==> config.mk <==
export PLATFORM = sky130hd
export DESIGN_NAME = if_fetch_unit
export DESIGN_NICKNAME = d
export VERILOG_FILES = /design/src/rtl/if_fetch_unit.sv
export SDC_FILE = /design/constraint.sdc
export NUM_CORES = 1
export LEC_CHECK = 0
export ABC_AREA = 1
export CAP_MARGIN = 0
export CELL_PAD_IN_SITES_DETAIL_PLACEMENT = 1
export CELL_PAD_IN_SITES_GLOBAL_PLACEMENT = 1
export CORE_MARGIN = 2
export CORE_UTILIZATION = 32
export DETAILED_ROUTE_END_ITERATION = 8
export PLACE_DENSITY = 0.82
export SKIP_CTS_REPAIR_TIMING = 1
export SLEW_MARGIN = 10
export SYNTH_ARGS = -nofsm -noshare
export SYNTH_HDL_FRONTEND = slang
export SYNTH_SLANG_ARGS = --single-unit
==> constraint.sdc <==
create_clock -name clk -period 2.3 [get_ports clk]
set_clock_uncertainty 0.1 [all_clocks]
set_input_delay 0.69 -clock clk [delete_from_list [all_inputs] [get_ports clk]]
set_output_delay 0.69 -clock clk [all_outputs]
set_load 0.02 [all_outputs]
==> src/rtl/if_fetch_unit.sv <==
// IF-stage fetch front end: owns the PC, issues one imem request at a time over req/gnt/rvalid,
// holds the returned word until the IF stage register takes it, and redirects on taken branches.
module if_fetch_unit #(
    parameter int unsigned        ADDR_W   = 32,
    parameter logic [ADDR_W-1:0]  RESET_PC = '0
) (
    input  logic              clk,
    input  logic              rst,
    input  logic              Freeze,
    input  logic              Branch_taken,
    input  logic [ADDR_W-1:0] Branch_addr,
    output logic              imem_req,
    output logic [ADDR_W-1:0] imem_addr,
    input  logic              imem_gnt,
    input  logic              imem_rvalid,
    input  logic [31:0]       imem_rdata,
    output logic [ADDR_W-1:0] PC_out,
    output logic [31:0]       Instruction_out,
    output logic              Fetch_valid
);

    typedef enum logic [1:0] {StIdle, StReq, StWait, StHold} state_e;

    state_e            state;
    logic [ADDR_W-1:0] fetch_pc;
    logic [ADDR_W-1:0] held_pc;
    logic [31:0]       held_instr;
    logic              discard;

    logic [ADDR_W-1:0] br_target;
    logic [ADDR_W-1:0] pc_plus4;
    logic              unused_br_lsbs;

    // Instructions are word aligned, so the low target bits carry no information.
    assign br_target      = {Branch_addr[ADDR_W-1:2], 2'b00};
    assign unused_br_lsbs = ^Branch_addr[1:0];
    assign pc_plus4       = fetch_pc + ADDR_W'(4);

    always_ff @(posedge clk or negedge rst) begin
        if (!rst) begin
            state      <= StIdle;
            fetch_pc   <= RESET_PC;
            held_pc    <= '0;
            held_instr <= '0;
            discard    <= 1'b0;
        end else begin
            case (state)
                StIdle: state <= StReq;
                StReq: begin
                    if (Branch_taken) fetch_pc <= br_target;
                    // A redirect in the grant cycle leaves a stale response in flight.
                    if (imem_gnt) begin
                        state   <= StWait;
                        discard <= Branch_taken;
                    end
                end
                StWait: begin
                    if (imem_rvalid) begin
                        discard <= 1'b0;
                        if (Branch_taken) fetch_pc <= br_target;
                        if (discard || Branch_taken) begin
                            state <= StReq;
                        end else begin
                            held_instr <= imem_rdata;
                            held_pc    <= pc_plus4;
                            state      <= StHold;
                        end
                    end else if (Branch_taken) begin
                        discard  <= 1'b1;
                        fetch_pc <= br_target;
                    end
                end
                StHold: begin
                    if (Branch_taken) begin
                        fetch_pc <= br_target;
                        state    <= StReq;
                    end else if (!Freeze) begin
                        fetch_pc <= pc_plus4;
                        state    <= StReq;
                    end
                end
                default: state <= StIdle;
            endcase
        end
    end

    assign imem_req        = (state == StReq);
    assign imem_addr       = fetch_pc;
    assign PC_out          = held_pc;
    // A taken branch squashes the word in the same cycle, before the stage register loads it.
    assign Fetch_valid     = (state == StHold) && !Branch_taken;
    assign Instruction_out = Fetch_valid ? held_instr : 32'h0;

endmodule

==> metrics.txt <==
status=finished clean; Critical Path AT=1.50 ns; unrepaired setup endpoints after global routing=yes; via count=5125; largest net degree at the start of global routing=67; register bit total from synthesis=95; area growth from synthesis to layout=43.80%; ys flop type=dfrtp_1; routed wire length=16890 µm; period utilisation layout=99.67%; # IOs=168; DRC Markers=0; most frequent cells in the layout=256 x nand2_1, 114 x clkdlybuf4s50_1, 111 x nor2_1; nets=963; Num CTS Buffers=9; Pwr Density=1390 nW/µm²; Vert. Die Dim=130.6 µm; fmax=0.4362 GHz; R2R Setup Slk=0.31 ns; final setup margin=0.007639 ns; Tot Pwr=10250 µW; synthesized area=5125 µm²; Synth cell types=27; Total GRT Usage=20.23%; Slew Limit Fails=0; worst vdd ir=0.4964 mV; Max-Cap Viols=0; CP endpoint kind=primary output; synth warn=0; first-pass GRT wire length=26910 µm; 1st-pass router iterations=4; pre-CTS WS=-0.7297 ns; number of placement rows=46; routed length per instance=15.21 µm; Period minus WS final=2.292 ns; H-tree depth=3; vias per std cell=4.617; Util after Layout=46.73%; worst hold path class=in2async; DRT antenna net count=0; Bufs on Longest Clock Path=2; CTS tree=yes; layout cell share with drive strength beyond 1=11.74%; total gr overflow=0; number of port buffers=161; Fillers=2004; post-place instance area=7127 µm²; post-DP HPWL=12810 µm; GPL Wtd Cong=0.8034; clock sink count=95; core area=15770 µm²; P_leak=0.003614 µW; Syn Inst Count=721; vias in the first global route=5360; Crit Path Category=reg2out; Synth Area per Inst=7.108 µm²; total negative slack=0 ns; critical-path maximum fanout=12; fin area=7370 µm²; total die area=17040 µm²; die width=130.6 µm; clk slew on worst S/H paths=0.07 ns; Critical Path Start Type=flip-flop; Antenna diodes=0; worst path required time=1.51 ns; commonest non-fill, non-tap cell in the layout=nand2_1; first-iteration detailed-routing DRC count=201; Fin. Hold Viols=0; Initial Util=32.50%; final setup vio count=0; register area share after synthesis=46.39%; Clk Latency, worst-skew pair=0.36 ns; Post-synth EDFFs=0; asr flop ratio synth=100.0%; initial antenna violation count=0; Clock Tree Root=clkbuf_16
## worst max-delay path, stage by stage, from the launching register on
cell	delay, ns
dfrtp_1	0.40
ha_4	0.24
nand2_8	0.11
buf_8	0.17
inv_2	0.09
buf_6	0.13
## cells by family (layout without fill, tap and decap cells)
logic type / count (synthesis) / count (layout) / synth area share [%]
buf+inv: 106 / 274 / 8.667
compound gates: 81 / 81 / 8.374
xor+xnor: 9 / 9 / 1.538
flops: 95 / 95 / 46.39
fa+ha+maj: 4 / 4 / 0.9766
simple gates: 425 / 427 / 33.98
other cells: 1 / 4 / 0.07317
## cells in the mapped netlist, types with 2 or more instances
library cell | instances | area (µm²)
nand2_1 | 256 | 960.9
buf_4 | 6 | 45.04
o21a_1 | 4 | 30.03
clkbuf_1 | 12 | 45.04
inv_2 | 4 | 15.01
o21ai_1 | 4 | 20.02
nand2_2 | 4 | 25.02
xor2_1 | 9 | 78.83
nor2_2 | 5 | 31.28
a21oi_1 | 13 | 65.06
ha_1 | 4 | 50.05
nor2_1 | 113 | 424.2
o22ai_1 | 3 | 18.77
inv_1 | 70 | 262.8
dfrtp_1 | 95 | 2377
a21o_1 | 2 | 15.01
nor2_4 | 7 | 78.83
o21ai_0 | 53 | 265.3
nand2_4 | 3 | 33.78
buf_2 | 13 | 65.06
nand3_1 | 35 | 175.2
## state kept, by name, summed over array words and instances, names as in the netlist
register,flops
held_instr,32
PC_out,30
imem_addr,30
state,2
discard,1
## layer usage
layer,global-route usage (%),vias to the layer above,routed length [µm]
met2,35.29,101,8331
met5,0,-,0
met1,25.10,2467,7525
li1,-,2541,-
met4,6.633,0,261
met3,4.153,16,767
## area by class of cell
type                            count  area, µm²  area share (%)
Clock inverter                      5      61.31          0.8319
Timing Repair Buffer              184       1758           23.85
Sequential cell                    95       2379           32.28
Clock buffer                       11      252.7           3.430
Multi-Input combinational cell    525       2369           32.14
Inverter                           74      280.3           3.803
Tap cell                          216      270.3           3.667
## worst paths after layout
path / from / to / cells after the start
max reg2reg: state[0]$_DFFE_PN0P_ / imem_addr[7]$_DFFE_PN0P_ / 10
min reg2reg: PC_out[21]$_DFFE_PN0P_ / PC_out[21]$_DFFE_PN0P_ / 2
min: rst / imem_addr[31]$_DFFE_PN0P_ / 1
max in group asynchronous: rst / held_instr[2]$_DFFE_PN0P_ / 2
min in group clk: PC_out[21]$_DFFE_PN0P_ / PC_out[21]$_DFFE_PN0P_ / 2
max: state[0]$_DFFE_PN0P_ / Fetch_valid / 5
## stage by stage
stage,hold slack [ns],instances
after global routing,0.09098,1110
after detailed placement,0.3685,1092
after floorplan,0.2944,724
after global placement,0.3640,1092
final,0.09125,1110
after CTS,0.08191,1108
## power by group
part / total (µW) / leakage (µW) / switching, µW / internal (µW)
registers: 3220 / 0.00115 / 696 / 2530
logic: 5420 / 0.00231 / 3190 / 2230
clock network: 1610 / 0.000157 / 695 / 913
Note: power is estimated with default switching activity, not from simulation.
